**config.mk**
```make
export PLATFORM = sky130hd
export DESIGN_NAME = vga_pixel_pipe_flat
export DESIGN_NICKNAME = d
export VERILOG_FILES = /design/src/rtl/vga_pixel_pipe_pkg.sv /design/src/rtl/vga_pixel_pipe_if.sv /design/src/rtl/vga_pix_fifo.sv /design/src/rtl/vga_pixel_pipe.sv /design/src/flat_wrapper.sv
export SDC_FILE = /design/constraint.sdc
export NUM_CORES = 1
export LEC_CHECK = 0
export CORE_UTILIZATION = 45
export CTS_BUF_LIST = sky130_fd_sc_hd__clkbuf_8
export CTS_CLUSTER_SIZE = 20
export DETAILED_ROUTE_END_ITERATION = 12
export PLACE_DENSITY_LB_ADDON = 0.12
export SLEW_MARGIN = 30
export SYNTH_ARGS = -nofsm -noshare
export SYNTH_HDL_FRONTEND = slang
export SYNTH_HIERARCHICAL = 1
export SYNTH_SLANG_ARGS = --single-unit
```
**constraint.sdc**
```tcl
create_clock -name clk_i -period 4.55 [get_ports clk_i]
set_input_delay 0.91 -clock clk_i [delete_from_list [all_inputs] [get_ports clk_i]]
set_output_delay 0.91 -clock clk_i [all_outputs]
set_load 0.005 [all_outputs]
```
**src/rtl/vga_pixel_pipe_pkg.sv**
```systemverilog
// Shared definitions for the video-memory to RGB pixel pipe.
// Colour-depth codes, FSM state encoding and pixel unpack helpers.
package vga_pixel_pipe_pkg;

    localparam logic [1:0] CD_8   = 2'b00;
    localparam logic [1:0] CD_16  = 2'b01;
    localparam logic [1:0] CD_24  = 2'b10;
    localparam logic [1:0] CD_RSV = 2'b11;

    typedef enum logic [3:0] {
        ST_IDLE,
        ST_PIX1,
        ST_PIX2,
        ST_PIX3,
        ST_CLUT_REQ,
        ST_CLUT_WAIT,
        ST_24P1,
        ST_24P2,
        ST_24P3
    } state_t;

    function automatic logic [23:0] grey(input logic [7:0] b);
        return {b, b, b};
    endfunction

    function automatic logic [23:0] rgb565(input logic [15:0] h);
        return {h[15:11], 3'b000, h[10:5], 2'b00, h[4:0], 3'b000};
    endfunction

    function automatic logic [7:0] byte_sel(
        input logic [31:0] w,
        input logic [1:0]  i
    );
        logic [7:0] b;
        case (i)
            2'd0:    b = w[31:24];
            2'd1:    b = w[23:16];
            2'd2:    b = w[15:8];
            default: b = w[7:0];
        endcase
        return b;
    endfunction

endpackage

```
**src/rtl/vga_pixel_pipe_if.sv**
```systemverilog
// Control, pixel-FIFO write, RGB output and CLUT handshake bundle.
// master drives the pipe's inputs; slave is the pipe itself.
interface vga_pixel_pipe_if;

    logic        sclr;
    logic [1:0]  ctrl_cd;
    logic        ctrl_pc;
    logic [31:0] pix_d;
    logic        pix_wreq;
    logic        pix_hfull;
    logic        pix_full;
    logic        rgb_full;
    logic        rgb_wreq;
    logic [23:0] rgb_d;
    logic        clut_req;
    logic        clut_ack;
    logic [7:0]  clut_offs;
    logic [23:0] clut_q;

    modport master (
        output sclr, ctrl_cd, ctrl_pc, pix_d, pix_wreq,
        output rgb_full, clut_ack, clut_q,
        input  pix_hfull, pix_full, rgb_wreq, rgb_d,
        input  clut_req, clut_offs
    );

    modport slave (
        input  sclr, ctrl_cd, ctrl_pc, pix_d, pix_wreq,
        input  rgb_full, clut_ack, clut_q,
        output pix_hfull, pix_full, rgb_wreq, rgb_d,
        output clut_req, clut_offs
    );

endinterface

```
**src/rtl/vga_pix_fifo.sv**
```systemverilog
// Show-ahead FIFO: head word is on q whenever not empty.
// Writes while full are dropped; pointers wrap mod 2**AW.
module vga_pix_fifo #(
    parameter int AW = 4,
    parameter int DW = 32
) (
    input  logic          clk_i,
    input  logic          nrst_i,
    input  logic          sclr,
    input  logic [DW-1:0] d,
    input  logic          wreq,
    output logic [DW-1:0] q,
    input  logic          rreq,
    output logic          empty,
    output logic          hfull,
    output logic          full
);

    localparam logic [AW:0] HALF = (AW+1)'(1) << (AW-1);

    logic [DW-1:0] r_mem [0:2**AW-1];
    logic [AW-1:0] r_wp;
    logic [AW-1:0] r_rp;
    logic [AW:0]   r_cnt;
    logic          w_we;
    logic          w_re;

    assign w_we  = wreq & ~full;
    assign w_re  = rreq & ~empty;
    assign q     = r_mem[r_rp];
    assign empty = (r_cnt == '0);
    assign full  = r_cnt[AW];
    assign hfull = (r_cnt >= HALF);

    always_ff @(posedge clk_i) begin
        if (w_we) r_mem[r_wp] <= d;
    end

    always_ff @(posedge clk_i or negedge nrst_i) begin
        if (!nrst_i) begin
            r_wp  <= '0;
            r_rp  <= '0;
            r_cnt <= '0;
        end else if (sclr) begin
            r_wp  <= '0;
            r_rp  <= '0;
            r_cnt <= '0;
        end else begin
            if (w_we) r_wp <= r_wp + 1'b1;
            if (w_re) r_rp <= r_rp + 1'b1;
            r_cnt <= r_cnt
                   + {{AW{1'b0}}, w_we}
                   - {{AW{1'b0}}, w_re};
        end
    end

endmodule

```
**src/rtl/vga_pixel_pipe.sv**
```systemverilog
// Pixel FIFO plus colour processor: unpacks 32-bit words into RGB
// pixels for 8/16/24bpp, resolving pseudo-colour through the CLUT.
import vga_pixel_pipe_pkg::*;

module vga_pixel_pipe #(
    parameter int AW = 4,
    parameter int DW = 32
) (
    input logic        clk_i,
    input logic        nrst_i,
    vga_pixel_pipe_if.slave bus
);

    logic [DW-1:0] w_q;
    logic          w_empty;
    logic          w_pop;
    logic          w_go;
    logic          w_avail;

    state_t        r_state;
    logic [DW-1:0] r_buf;
    logic [1:0]    r_idx;
    logic [23:0]   r_rgb_d;
    logic          r_rgb_wreq;
    logic          r_clut_req;
    logic [7:0]    r_clut_offs;

    assign w_go    = ~bus.sclr & ~bus.rgb_full;
    assign w_avail = w_go & ~w_empty;

    assign bus.rgb_d     = r_rgb_d;
    assign bus.rgb_wreq  = r_rgb_wreq;
    assign bus.clut_req  = r_clut_req;
    assign bus.clut_offs = r_clut_offs;

    vga_pix_fifo #(.AW(AW), .DW(DW)) u_fifo (
        .clk_i  (clk_i),
        .nrst_i (nrst_i),
        .sclr   (bus.sclr),
        .d      (bus.pix_d),
        .wreq   (bus.pix_wreq),
        .q      (w_q),
        .rreq   (w_pop),
        .empty  (w_empty),
        .hfull  (bus.pix_hfull),
        .full   (bus.pix_full)
    );

    // A word is consumed only where its bytes complete a pixel this cycle.
    always_comb begin
        w_pop = 1'b0;
        unique case (r_state)
            ST_IDLE:          w_pop = w_avail & (bus.ctrl_cd != CD_RSV);
            ST_24P1, ST_24P2: w_pop = w_avail;
            default:          w_pop = 1'b0;
        endcase
    end

    always_ff @(posedge clk_i or negedge nrst_i) begin
        if (!nrst_i) begin
            r_state     <= ST_IDLE;
            r_buf       <= '0;
            r_idx       <= '0;
            r_rgb_d     <= '0;
            r_rgb_wreq  <= 1'b0;
            r_clut_req  <= 1'b0;
            r_clut_offs <= '0;
        end else if (bus.sclr) begin
            r_state     <= ST_IDLE;
            r_buf       <= '0;
            r_idx       <= '0;
            r_rgb_d     <= '0;
            r_rgb_wreq  <= 1'b0;
            r_clut_req  <= 1'b0;
            r_clut_offs <= '0;
        end else begin
            r_rgb_wreq <= 1'b0;
            unique case (r_state)
                ST_IDLE: if (w_pop) begin
                    r_buf <= w_q;
                    if (bus.ctrl_cd == CD_24) begin
                        r_rgb_d    <= w_q[31:8];
                        r_rgb_wreq <= 1'b1;
                        r_state    <= ST_24P1;
                    end else if (bus.ctrl_cd == CD_16) begin
                        r_rgb_d    <= rgb565(w_q[31:16]);
                        r_rgb_wreq <= 1'b1;
                        r_state    <= ST_PIX1;
                    end else if (bus.ctrl_pc) begin
                        r_clut_req  <= 1'b1;
                        r_clut_offs <= w_q[31:24];
                        r_idx       <= 2'd0;
                        r_state     <= ST_CLUT_WAIT;
                    end else begin
                        r_rgb_d    <= grey(w_q[31:24]);
                        r_rgb_wreq <= 1'b1;
                        r_state    <= ST_PIX1;
                    end
                end
                ST_PIX1: if (w_go) begin
                    r_rgb_wreq <= 1'b1;
                    if (bus.ctrl_cd == CD_16) begin
                        r_rgb_d <= rgb565(r_buf[15:0]);
                        r_state <= ST_IDLE;
                    end else begin
                        r_rgb_d <= grey(r_buf[23:16]);
                        r_state <= ST_PIX2;
                    end
                end
                ST_PIX2: if (w_go) begin
                    r_rgb_d    <= grey(r_buf[15:8]);
                    r_rgb_wreq <= 1'b1;
                    r_state    <= ST_PIX3;
                end
                ST_PIX3: if (w_go) begin
                    r_rgb_d    <= grey(r_buf[7:0]);
                    r_rgb_wreq <= 1'b1;
                    r_state    <= ST_IDLE;
                end
                ST_CLUT_REQ: if (w_go) begin
                    r_clut_req  <= 1'b1;
                    r_clut_offs <= byte_sel(r_buf, r_idx);
                    r_state     <= ST_CLUT_WAIT;
                end
                ST_CLUT_WAIT: if (bus.clut_ack) begin
                    r_rgb_d    <= bus.clut_q;
                    r_rgb_wreq <= 1'b1;
                    r_clut_req <= 1'b0;
                    r_idx      <= r_idx + 2'd1;
                    r_state    <= (r_idx == 2'd3) ? ST_IDLE : ST_CLUT_REQ;
                end
                ST_24P1: if (w_pop) begin
                    r_rgb_d    <= {r_buf[7:0], w_q[31:16]};
                    r_rgb_wreq <= 1'b1;
                    r_buf      <= w_q;
                    r_state    <= ST_24P2;
                end
                ST_24P2: if (w_pop) begin
                    r_rgb_d    <= {r_buf[15:0], w_q[31:24]};
                    r_rgb_wreq <= 1'b1;
                    r_buf      <= w_q;
                    r_state    <= ST_24P3;
                end
                ST_24P3: if (w_go) begin
                    r_rgb_d    <= r_buf[23:0];
                    r_rgb_wreq <= 1'b1;
                    r_state    <= ST_IDLE;
                end
                default: r_state <= ST_IDLE;
            endcase
        end
    end

endmodule

```
**src/flat_wrapper.sv**
```systemverilog
// flat-port wrapper written by rule: the top's interface ports become plain ports
module vga_pixel_pipe_flat 
#(
    parameter int AW = 4,
    parameter int DW = 32
)
  (clk_i, nrst_i, bus_sclr, bus_ctrl_cd, bus_ctrl_pc, bus_pix_d, bus_pix_wreq, bus_rgb_full, bus_clut_ack, bus_clut_q, bus_pix_hfull, bus_pix_full, bus_rgb_wreq, bus_rgb_d, bus_clut_req, bus_clut_offs);
  vga_pixel_pipe_if bus_i ();
  input logic clk_i;
  input logic nrst_i;
  input wire logic [$bits(bus_i.sclr)-1:0] bus_sclr;
  input wire logic [$bits(bus_i.ctrl_cd)-1:0] bus_ctrl_cd;
  input wire logic [$bits(bus_i.ctrl_pc)-1:0] bus_ctrl_pc;
  input wire logic [$bits(bus_i.pix_d)-1:0] bus_pix_d;
  input wire logic [$bits(bus_i.pix_wreq)-1:0] bus_pix_wreq;
  input wire logic [$bits(bus_i.rgb_full)-1:0] bus_rgb_full;
  input wire logic [$bits(bus_i.clut_ack)-1:0] bus_clut_ack;
  input wire logic [$bits(bus_i.clut_q)-1:0] bus_clut_q;
  output wire logic [$bits(bus_i.pix_hfull)-1:0] bus_pix_hfull;
  output wire logic [$bits(bus_i.pix_full)-1:0] bus_pix_full;
  output wire logic [$bits(bus_i.rgb_wreq)-1:0] bus_rgb_wreq;
  output wire logic [$bits(bus_i.rgb_d)-1:0] bus_rgb_d;
  output wire logic [$bits(bus_i.clut_req)-1:0] bus_clut_req;
  output wire logic [$bits(bus_i.clut_offs)-1:0] bus_clut_offs;
  assign bus_i.sclr = bus_sclr;
  assign bus_i.ctrl_cd = bus_ctrl_cd;
  assign bus_i.ctrl_pc = bus_ctrl_pc;
  assign bus_i.pix_d = bus_pix_d;
  assign bus_i.pix_wreq = bus_pix_wreq;
  assign bus_i.rgb_full = bus_rgb_full;
  assign bus_i.clut_ack = bus_clut_ack;
  assign bus_i.clut_q = bus_clut_q;
  assign bus_pix_hfull = bus_i.pix_hfull;
  assign bus_pix_full = bus_i.pix_full;
  assign bus_rgb_wreq = bus_i.rgb_wreq;
  assign bus_rgb_d = bus_i.rgb_d;
  assign bus_clut_req = bus_i.clut_req;
  assign bus_clut_offs = bus_i.clut_offs;
  vga_pixel_pipe #(.AW(AW), .DW(DW)) u_core (.clk_i(clk_i), .nrst_i(nrst_i), .bus(bus_i));
endmodule
```
# Word-level counts from Yosys, hierarchy flattened
# Memories as Yosys holds them, arrays and structs flattened.
# Index checks and enable logic that the tools add are counted.
[word_totals] reg_bits=85 mem_bits_rw=512 inputBits=65 out_inout_bits=36 wordCells=147 memories=1
[op_classes] add_sub_neg=5 n_lt_le_gt_ge=1 n_eq_ne=28 muxes=72 n_bitwise=9 reduce_logical=21
[mem_list] memory="u_core.u_fifo.r_mem" depth=16 word_bits=32 rd=1 rd_clocked_by_memory_dff=0 wr=1 line="vga_pix_fifo.sv:21" source="logic [DW-1:0] r_mem [0:2**AW-1];"
[ops] cell="2-to-1 mux 24 bit" n=13
[ops] cell="case mux 24 bit (8 select lines)" n=1
[ops] cell="2-to-1 mux 32 bit" n=3
[ops] cell="2-to-1 mux 4 bit" n=15
[ops] cell="2-to-1 mux 8 bit" n=6
[ops] cell="case mux 4 bit (8 select lines)" n=1
[ops] cell="case mux 8 bit (3 select lines)" n=1
[ops] cell="inequality test 3 bit, second input constant" n=7
[ops] cell="2-to-1 mux 1 bit" n=17
[ops] cell="equality test 4 x 3 -> 1 bit, second input constant" n=4
[ops] cell="case mux 8 bit (2 select lines)" n=1
[ops] cell="inequality test 3 x 2 -> 1 bit, second input constant" n=5
[ops] cell="2-to-1 mux 2 bit" n=7
[ops] cell="AND reduction 6 bit" n=2
[ops] cell="AND reduction 10 bit" n=1
[ops] cell="nonzero test 9 bit" n=1
[ops] cell="adder 4 x 1 -> 4 bit, second input constant" n=2
[ops] cell="equality test 4 x 2 -> 1 bit, second input constant" n=2
[ops] cell="AND reduction 8 bit" n=1
[ops] cell="nonzero test 2 bit" n=4
[ops] cell="AND reduction 7 bit" n=1
[ops] cell="equality test 2 bit, second input constant" n=3
[ops] cell="2-to-1 mux 3 bit" n=2
[ops] cell="nonzero test 3 bit" n=2
[ops] cell="other kinds (25)" n=34

# Depth between registers and ports, before layout
# Gate-level depths: netlist (run 1).
[depth] depth_word=8 depth_mapped=19 mapped_depth_nobuf=18

# Hierarchy
# The synthesis (run 1) kept the hierarchy.
[by_module_without_submodules] module="vga_pix_fifo" n_inst=1 cells_each=1024 area_per_inst_um2=20512.2 seq_area_each_um2=15700.1
[by_module_without_submodules] module="vga_pixel_pipe" n_inst=1 cells_each=629 area_per_inst_um2=5504.0 seq_area_each_um2=1801.7

# Worst setup path after synthesis (run 1)
# OpenSTA, ideal clock, no wires.
[synth_timing] path_type="input-to-reg" startpoint="input port bus_rgb_full" endpoint="register u_core.u_fifo.r_cnt[4]" setup_time_ns=0.126 arrival_ns=3.594 slack_ns=0.830 cell_stages=16 path_buffers=2 cell_sequence="clkbuf_1 > nor4_2 > o21ai_4 > inv_2 > clkbuf_1 > nand2_1 > inv_1 > ha_1 > inv_1 > ha_1 > inv_1 > fa_1 > nand2b_1 > a21oi_1 > or3_1 > a21oi_1"
[synth_between] elab_chain_cells=8
[synth_lines] element="start: declaration" line="flat_wrapper.sv:16" source="input wire logic [$bits(bus_i.rgb_full)-1:0] bus_rgb_full;"
[synth_lines] element="NOT 1 bit *" line="vga_pixel_pipe.sv:28" source="assign w_go = ~bus.sclr & ~bus.rgb_full;"
[synth_lines] element="AND 1 bit *" line="vga_pixel_pipe.sv:28"
[synth_lines] element="AND 1 bit *" line="vga_pixel_pipe.sv:29" source="assign w_avail = w_go & ~w_empty;"
[synth_lines] element="AND 1 bit" line="vga_pixel_pipe.sv:53" source="ST_IDLE: w_pop = w_avail & (bus.ctrl_cd != CD_RSV);"
[synth_lines] element="case mux 1 bit (2 select lines) *" line="vga_pixel_pipe.sv:52" source="unique case (r_state)"
[synth_lines] element="via u_core.w_pop" line="vga_pixel_pipe.sv:16" source="logic w_pop;"
[synth_lines] element="AND 1 bit *" line="vga_pix_fifo.sv:29" source="assign w_re = rreq & ~empty;"
[synth_lines] element="subtractor 5 x 1 -> 5 bit *" line="vga_pix_fifo.sv:53" source="- {{AW{1'b0}}, w_re};"
[synth_lines] element="2-to-1 mux 5 bit *" line="vga_pix_fifo.sv:44" source="end else if (sclr) begin"
[synth_lines] element="end signal: assignment" line="vga_pix_fifo.sv:51" source="r_cnt <= r_cnt"
[synth_lines] element="end: declaration" line="vga_pix_fifo.sv:24" source="logic [AW:0] r_cnt;"
# Mark *: on every way through the listed nets, which the timed path passes. The rest lies on a longest branch.
# A chain may end at the register's enable or synchronous reset.

# Worst setup path in the final report (run 1)
[layout_timing] startpoint="register u_core.u_fifo.r_cnt[2]" endpoint="register u_core.u_fifo.r_cnt[4]"
[layout_between] elab_chain_cells=8
[layout_lines] element="logical NOT 5 bit *" line="vga_pix_fifo.sv:31" source="assign empty = (r_cnt == '0);"
[layout_lines] element="via u_core.w_empty" line="vga_pixel_pipe.sv:15" source="logic w_empty;"
[layout_lines] element="NOT 1 bit *" line="vga_pix_fifo.sv:29, vga_pixel_pipe.sv:29"
[layout_lines] element="AND 1 bit" line="vga_pixel_pipe.sv:29"
[layout_lines] element="AND 1 bit" line="vga_pixel_pipe.sv:53"
[layout_lines] element="case mux 1 bit (2 select lines)" line="vga_pixel_pipe.sv:52"
[layout_lines] element="AND 1 bit *" line="vga_pix_fifo.sv:29"
[layout_lines] element="subtractor 5 x 1 -> 5 bit *" line="vga_pix_fifo.sv:53"
[layout_lines] element="2-to-1 mux 5 bit *" line="vga_pix_fifo.sv:44"
# Marked as above.

==> results.cfg, run 1 <==
[run_status]
outcome = finished, final reports clean

[clocking]
postCtsSetupRepairBufs = 0
clock_path_buffers = 3
clk_latency_ns = 0.73
cts_root_buf = clkbuf_8
cts_made_buffers = 100
cts_tree = done
cts_resized = 0
cts_hold_buf = 0
path_clk_slew_ns = 0.06
cts_sinks = 597
htree_levels = 3

[critical_path]
slowest_delay_ns = 0.69
crit_arrival_ns = 4.11
cp_max_fo = 5
slowest_stage = or4b_2
cp-end-kind = flop
worstSetupStartpointType = flop
required_ns = 5.07
crit_chain = inv_1 > ha_1 > or4b_2 > inv_1 > nor4_2 > o21ai_4 > inv_2 > nand2_1 > inv_1 > ha_1 > inv_1 > ha_1 > inv_1 > fa_1 > nand2b_1 > a21oi_1 > or3_1 > a21oi_1
critPathKind = flop to flop
crit_top_cell = inv_1

[sta]
fmax_ghz = 0.278
tightestPinTransition_ns = 0.950
whs_ns = 0.260
setup-violations-final = 0
layout_min_cycle_time_ns = 3.59
finalClockSkew_ns = 0.0516
slew_viol_final = 0
worst_slack_ns = 0.958
rsz0062_at_grt = no
finalCritPeriodShare_pct = 78.9
setup_tns_ns = 0
hold_viol = 0
slew_headroom_pct = 36.6

[floorplan]
fp.dieH_um = 242
core_area_um2 = 56700
chipWidth_um = 242
num_rows = 87
dieArea_um2 = 58800
pin_count = 101
start_util_pct = 45.9

[power_and_ir_drop]
ir_drop_mv = 0.307
power.total_mw = 14.0
leakage_nw = 10.1
pwr_density_cell_nw_per_um2 = 469

[routing]
wl_um = 70400
vias_per_cell = 5.96
drt_iter0_drc = 1257
via_count = 15745
first_pass_iters = 5
drc = 0
wl_per_cell_um = 26.6
ant_nets = 0

[global_routing]
use_met3_pct = 4.04
grt_usage_pct = 24.2
grtUsageMet2_pct = 39.1
grt.met1_usage_pct = 33.0
grt_overflow = 0
grt_pass1_vias = 15915
top_usage_layer = met2
grt_start_max_net_pins = 92
grt_pass1_wl_um = 105000
antenna_found_initial = 2

[synthesis]
yosysSeqAreaShare_pct = 67.3
synth_edf_count = 512
syn-num-nets = 1740
postSynthRegisterBits = 597
yosysWarningCount = 6
syn_avg_cell_area_um2 = 15.7
ys.flop_type = edfxtp_1
synthTopCellsByArea = edfxtp_1, dfrtp_1, mux2i_1
syn_area_um2 = 26000
yosysTopAreaCellShare_pct = 59.1
async_flop_share_pct = 14.2
synthCells = 1653
yosysTopAreaCell = edfxtp_1
yosysUniqueCellTypes = 73

[final_layout]
area_delta_synth_final_pct = 14.7
drive_gt1_share_pct = 16.3
final_nets = 1889
fin_util_pct = 52.6

[placement]
dp_hpwl_um = 42800
routabilityCongestion = 0.929
portBuffers = 100
pre_cts_ws_ns = 0.589

[job]
cap_violations = 0

[worst_hold_path]
hold_class = input port to async pin
==> metal layers <==
metal  part of all wire, %  up-vias
met2                    48      523
met4                   3.0        2
li1                      -     6898
met1                    44     8189
met3                   5.2      133
met5                 0.018        -
==> flip-flops by register name, summed over array words and instances (netlist names) <==
signal                flops
u_core/bus.clut_offs      8
u_core/bus.clut_req       1
u_core/bus.rgb_d         24
u_core/bus.rgb_wreq       1
u_core/r_buf             32
u_core/r_idx              2
u_core/r_state            4
u_core/u_fifo/r_cnt       5
u_core/u_fifo/r_mem     512
u_core/u_fifo/r_rp        4
u_core/u_fifo/r_wp        4
==> power breakdown <==
group          switching (mW)  total, mW  internal [mW]
combinational            1.69       2.99           1.30
clock                    2.16       4.43           2.27
sequential              0.296       6.57           6.27
==> placed cells by master, fill, tap and decap left out, drive strengths merged, types with 6 or more instances in the layout <==
cell type	n
clkdlybuf4s50	98
buf	64
o21ai	63
dfrtp	85
clkbuf	102
inv	76
o22ai	9
o21bai	7
nor3b	6
a222oi	8
nor2	46
edfxtp	512
a22o	7
a21oi	44
mux2	27
a31oi	11
nand2b	7
nor2b	12
mux4	64
nand2	138
a22oi	62
clkinv	33
a211oi	20
ha	21
a221oi	70
nand3b	32
mux2i	168
and2	19
==> cell families (layout without fill, tap and decap cells) <==
kind of cell / Yosys count / in the layout / share of synthesized area, %
fa+ha+maj: 22 / 22 / 1.09
flops: 597 / 597 / 67.3
buf+inv: 144 / 376 / 3.01
simple gates: 283 / 283 / 5.42
other cells: 0 / 1 / 0
compound gates: 340 / 340 / 9.45
xor+xnor: 8 / 8 / 0.269
mux: 259 / 259 / 13.5
==> stage by stage <==
stage / area, um^2 / cells
after floorplan: 26000 / 1653
after global placement: 28000 / 2456
after detailed placement: 28000 / 2456
after CTS: 29800 / 2641
after global routing: 29900 / 2642
final: 29900 / 2642
==> cell usage after synthesis (all sizes together), types with 6 or more instances <==
cell type / instances
a211oi: 20
a21oi: 44
a221oi: 70
a222oi: 8
a22o: 7
a22oi: 62
a31oi: 11
and2: 19
buf: 62
clkbuf: 53
dfrtp: 85
edfxtp: 512
ha: 21
inv: 29
mux2: 27
mux2i: 168
mux4: 64
nand2: 138
nand2b: 7
nand3b: 32
nor2: 46
nor2b: 12
nor3b: 6
o21ai: 63
o21bai: 7
o22ai: 9
==> critical path, delay by kind of cell, from the launching register on <==
kind | cells | cell delay, ns
AOI/OAI and AO/OA | 3 | 0.36
adders and majority gates | 4 | 0.97
buffers and inverters | 6 | 0.52
DFF | 1 | 0.38
and+or+nand+nor | 5 | 1.18
==> final cells by class <==
cell class	instances	area [um^2]
Sequential cell	597	17500
Timing Repair Buffer	162	1660
Clock inverter	83	455
Antenna cell	1	2.50
Multi-Input combinational cell	912	7760
Fill cell	4713	26900
Clock buffer	102	1400
Tap cell	756	946
Inverter	29	109
==> final timing paths <==
path / cells past startpoint / endpoint / slack, ns / startpoint
setup / recovery: 18 / u_core/u_fifo/r_cnt[4] / 0.96 / u_core/u_fifo/r_cnt[2]
hold / removal: 1 / u_core/bus.clut_offs[1] / 0.26 / nrst_i
setup reg to reg: 18 / u_core/u_fifo/r_cnt[4] / 0.96 / u_core/u_fifo/r_cnt[2]
hold reg to reg: 1 / u_core/bus.rgb_d[14] / 0.49 / u_core/bus.rgb_d[14]
max in group asynchronous: 2 / u_core/u_fifo/r_rp[0] / 3.29 / nrst_i
min in group clk_i: 1 / u_core/bus.rgb_d[14] / 0.49 / u_core/bus.rgb_d[14]
Note: power is estimated with default switching activity, not from simulation.
==> run 2, diff against run 1 <==
clock period = 3.59 ns   (was 4.55 ns; I/O delays follow)
==> results.cfg, run 2 (synthesized netlist as in run 1, its figures left out) <==
[clocking]
clock_path_buffers = 3
htree_levels = 3
cts_made_buffers = 99
cts_tree = done
cts_sinks = 597
clk_latency_ns = 0.69
cts_root_buf = clkbuf_8
postCtsSetupRepairBufs = 0
path_clk_slew_ns = 0.07

[final_layout]
final_nets = 1898
drive_gt1_share_pct = 17.2
final_common_cell = edfxtp_1
finalNonFillerCells = 2646
fin_util_pct = 52.9
layout_common_cells = edfxtp_1, mux2i_1, nand2_1
area_delta_synth_final_pct = 15.4
nFillCells = 4664
largest_reg_flops = 512
top_register = u_core/u_fifo/r_mem

[run_status]
outcome = finished, final reports clean

[placement]
routabilityCongestion = 0.972
dp.cells = 2466
portBuffers = 100
dp_hpwl_um = 39900

[routing]
wl_per_cell_um = 26.2
vias_per_cell = 5.92
via_count = 15656
ant_nets = 0
first_pass_iters = 8
drc = 0
drt_iter0_drc = 1548
wl_um = 69300

[power_and_ir_drop]
ir_drop_mv = 0.392
pwr_density_cell_nw_per_um2 = 593
leakage_nw = 10.1

[critical_path]
critPathKind = flop to flop
required_ns = 4.16
worstSetupStartpointType = flop
rr_worst_depth = 10
r2r-start = u_core/u_fifo/r_rp[1]
rrSetupSlack_ns = 0.16
r2r-end = u_core/bus.rgb_d[7]
crit_arrival_ns = 4.01
cp_max_fo = 33
cp-end-kind = flop

[worst_hold_path]
hold_class = input port to async pin

[sta]
hold_viol = 0
setup_tns_ns = 0
rsz0062_at_grt = no
slew_viol_final = 0
fmax_ghz = 0.291
tightestPinTransition_ns = 0.964
slew_headroom_pct = 35.7
setup-violations-final = 0
finalCritPeriodShare_pct = 95.6
layout_min_cycle_time_ns = 3.43
finalClockSkew_ns = 0.0316

[global_routing]
antenna_found_initial = 0
grt_start_max_net_pins = 92
grt_pass1_wl_um = 103000
grt_pass1_vias = 15715
grt_usage_pct = 23.7
grt_overflow = 0

[floorplan]
num_rows = 87
pin_count = 101
chipWidth_um = 242
core_area_um2 = 56700
fp.dieH_um = 242
dieArea_um2 = 58800
start_util_pct = 45.9

[job]
cap_violations = 0
-- run 2: changes by cell type in the layout (fill, tap and decap cells not counted), moves of 3 or more --
cell        change
inv_1          -23
clkinv_1       +10
buf_12          +8
clkinvlp_4      +5
clkbuf_8        +4
clkinv_2        +3
inv_8           -3
-- run 2: worst max-delay path by stage --
stage	start	to	slack, ns
after global placement	bus_ctrl_cd[0]	u_core/u_fifo/r_cnt[4]	0.09
after global routing	u_core/u_fifo/r_rp[1]	u_core/bus.rgb_d[7]	0.04
final	u_core/u_fifo/r_rp[1]	u_core/bus.rgb_d[7]	0.16
after floorplan	bus_rgb_full	u_core/u_fifo/r_cnt[4]	0.06
after detailed placement	bus_ctrl_cd[0]	u_core/u_fifo/r_cnt[4]	0.02
after CTS	u_core/u_fifo/r_cnt[2]	u_core/u_fifo/r_cnt[4]	0.12
-- run 2: cell type report --
cell class / count / area [um^2] / area share (%)
timing repair buffer: 172 / 1840 / 6.12
clock inverter: 73 / 379 / 1.26
antenna: 1 / 2.50 / 0.00834
clock buffer: 106 / 1460 / 4.86
sequential: 597 / 17500 / 58.3
tap: 756 / 946 / 3.15
inverter: 29 / 109 / 0.363
multi-input combinational: 912 / 7770 / 25.9
-- run 2: per-stage QoR --
step	hold slack, ns	power (mW)	cell area [um^2]	setup WS (ns)
3_5_place_dp	0.499	12.3	28200	0.0235
5_1_grt	0.0731	18.5	30000	0.0427
3_3_place_gp	0.495	12.3	28200	0.0907
6_report	0.0389	17.8	30000	0.158
4_1_cts	0.161	17.9	30000	0.117
2_1_floorplan	0.422	10.8	26000	0.0624
-- run 2: timing repair --
action                                  4_1_cts  5_1_grt
endpoints found under the setup margin        0        1
hold buffers                                  0        0
gates resized for setup                       0        2
-- run 2: report_power, final --
group	switching (mW)	total [mW]	leakage, nW	internal, mW
clock network	2.69	5.56	1.00	2.87
registers	0.324	8.27	5.76	7.95
logic	2.21	3.96	3.30	1.75
total	5.22	17.8	10.1	12.6
-- run 2: critical path, cell delays in order (launching register included) --
cell and delay (ns):
dfrtp_4 0.44, and2_2 0.74, buf_4 0.49, a221oi_1 0.18, a22oi_1 0.22, nand2_1 0.18
inv_1 0.17, a31oi_1 0.11, o311ai_0 0.17, o22ai_1 0.22, mux2_4 0.32
-- run 2: metal layers --
layer  GRT usage [%]  up-vias  part of all wire (%)
li1                -     6913                     -
met1            32.8     8002                    43
met2            38.1      624                    48
met3            3.77      117                   6.0
met4            8.28        0                   2.6
met5               0        -                     0
==> edit (settings of run 1) <==
`AW` is set to 4 in 3 places; all go to 2.
--- a/src/rtl/vga_pix_fifo.sv
+++ b/src/rtl/vga_pix_fifo.sv
@@ -2,5 +2,5 @@
 // Writes while full are dropped; pointers wrap mod 2**AW.
 module vga_pix_fifo #(
-    parameter int AW = 4,
+    parameter int AW = 2,
     parameter int DW = 32
 ) (
--- a/src/rtl/vga_pixel_pipe.sv
+++ b/src/rtl/vga_pixel_pipe.sv
@@ -4,5 +4,5 @@
 
 module vga_pixel_pipe #(
-    parameter int AW = 4,
+    parameter int AW = 2,
     parameter int DW = 32
 ) (
--- a/src/flat_wrapper.sv
+++ b/src/flat_wrapper.sv
@@ -2,5 +2,5 @@
 module vga_pixel_pipe_flat 
 #(
-    parameter int AW = 4,
+    parameter int AW = 2,
     parameter int DW = 32
 )
Behaviour: not the same (a bounded check fails within 4 cycles, from zero or initial values and one cycle with nrst_i low).
==> edit against run 1 <==
Global-route usage up 1.7 points; count of clock-buffer cells in the layout is 60 lower; area after synthesis decreased by 59%; sequential cell count shrank 390; final area fell by 58%; power fell by 52%; non-clock buffer count decreased by 40; register-to-register slack better by 470 ps; core utilization up 1.4 points; wire length decreased by 56%; die area down 59%; combinational power is 22% lower; worst setup slack improved by 440 ps; highest routed layer is now met4.
==> edit: results (changes against run 1) <==
{| class="wikitable"
! Metric !! Value
|-
| Fraction of area in clock buffers and inverters || 0.0592 (was 0.0623)
|-
| Detailed Place HPWL || 21.1 mm (was 42.8 mm)
|-
| Global-route wire length before repair || 46.8 mm (was 105 mm)
|-
| Met1 Routed Length || 13.8 mm (was 30.8 mm)
|-
| Clock sinks || 207 (was 597)
|-
| CLK BUF || 42 (was 102)
|-
| Flip-flop count of the largest register, all copies and words added || 128 (was 512)
|-
| Cts bufs inserted || 37 (was 100)
|-
| Worst ir drop on vdd || 0.000263 V (was 0.000307 V)
|-
| Multi-input gate area || 4420 um2 (was 7760 um2)
|-
| Global Route Usage Sum || 0.258 (was 0.242)
|-
| Wire length on met3 || 1.75 mm (was 3.65 mm)
|-
| Largest net degree at the start of global routing || 74 (was 92)
|-
| Routability cong. || 0.940 (was 0.929)
|-
| Global Route met1 Usage || 0.360 (was 0.330)
|-
| Post-synth top cells || sky130_fd_sc_hd__edfxtp_1, sky130_fd_sc_hd__nand2_1, sky130_fd_sc_hd__dfrtp_1, sky130_fd_sc_hd__mux2i_1, sky130_fd_sc_hd__a21oi_1 (was sky130_fd_sc_hd__edfxtp_1, sky130_fd_sc_hd__mux2i_1, sky130_fd_sc_hd__nand2_1, sky130_fd_sc_hd__dfrtp_1, sky130_fd_sc_hd__a221oi_1)
|-
| Number of nets in the finished design || 1016 (was 1889)
|-
| Non-clock inverters || 23 (was 29)
|-
| Overall routed net length || 30.9 mm (was 70.4 mm)
|-
| Post-Route Skew || 49.9 ps (was 51.6 ps)
|-
| Outcome || completed (unchanged)
|-
| Multi-input comb cells || 544 (was 912)
|-
| Met3 track demand over resource in global routing || 0.0450 (was 0.0404)
|-
| Placed Instance Area || 11900 um2 (was 28000 um2)
|-
| Mapped Nets || 924 (was 1740)
|-
| Reported leakage power || 4.79 nW (was 10.1 nW)
|-
| Top layer in use || met4 (was met5)
|-
| Number of antenna violations at the first check in global routing || 0 (was 2)
|-
| Largest cells by area after synthesis || sky130_fd_sc_hd__edfxtp_1, sky130_fd_sc_hd__dfrtp_1, sky130_fd_sc_hd__mux4_1 (was sky130_fd_sc_hd__edfxtp_1, sky130_fd_sc_hd__dfrtp_1, sky130_fd_sc_hd__mux2i_1)
|-
| Distinct cell type count after synthesis || 71 (was 73)
|-
| Sequential element share of the synthesized area || 0.545 (was 0.673)
|-
| Clock latency on the worst-skew pair || 560 ps (was 730 ps)
|}
-- edit: cell types whose count changed after synthesis, sizes merged, moves of 7 or more --
cell,before,now
edfxtp,512,128
mux4,64,32
buf,62,33
a221oi,70,6
and2,19,6
mux2i,168,41
a22oi,62,30
o21ai,63,31
nand2,138,101
clkbuf,53,36
nor2,46,39
-- edit: final timing paths --
kind	startpoint	to	slack [ps]	cells past startpoint
worst max-delay path	bus_rgb_full	u_core/u_fifo/r_cnt[2]	1400	13
worst min-delay path	nrst_i	u_core/bus.rgb_d[1]	350	1
worst max register to register	u_core/r_state[2]	u_core/bus.rgb_d[16]	1430	6
worst min register to register	u_core/bus.rgb_d[16]	u_core/bus.rgb_d[16]	480	1
max in group asynchronous	nrst_i	u_core/r_buf[1]	3270	2
min in group clk_i	u_core/bus.rgb_d[16]	u_core/bus.rgb_d[16]	480	1
-- edit: stage by stage --
step                power, mW  cells  setup WS, ps
finish                   6.65   1282          1400
global route             6.98   1282          1270
CTS                      6.69   1282          1420
detailed placement       4.93   1215           932
global placement         4.91   1215           944
floorplan                4.06    843          1170
-- edit: report_power, final --
part	total, mW	switching, mW	internal [mW]
Sequential	2.59	0.269	2.32
Clock	1.73	0.767	0.967
Combinational	2.33	1.31	1.02
-- edit: kinds of logic (layout without fill, tap and decap cells) --
kind of cell | count (synthesis) | after routing | synth area share
adders and majority gates | 16 | 16 | 0.0194
AOI/OAI and AO/OA | 209 | 209 | 0.139
buffers and inverters | 92 | 212 | 0.0419
xor gates and xnor gates | 3 | 3 | 0.00246
DFF | 207 | 207 | 0.545
and+or+nand+nor | 216 | 216 | 0.103
muxes | 100 | 100 | 0.150
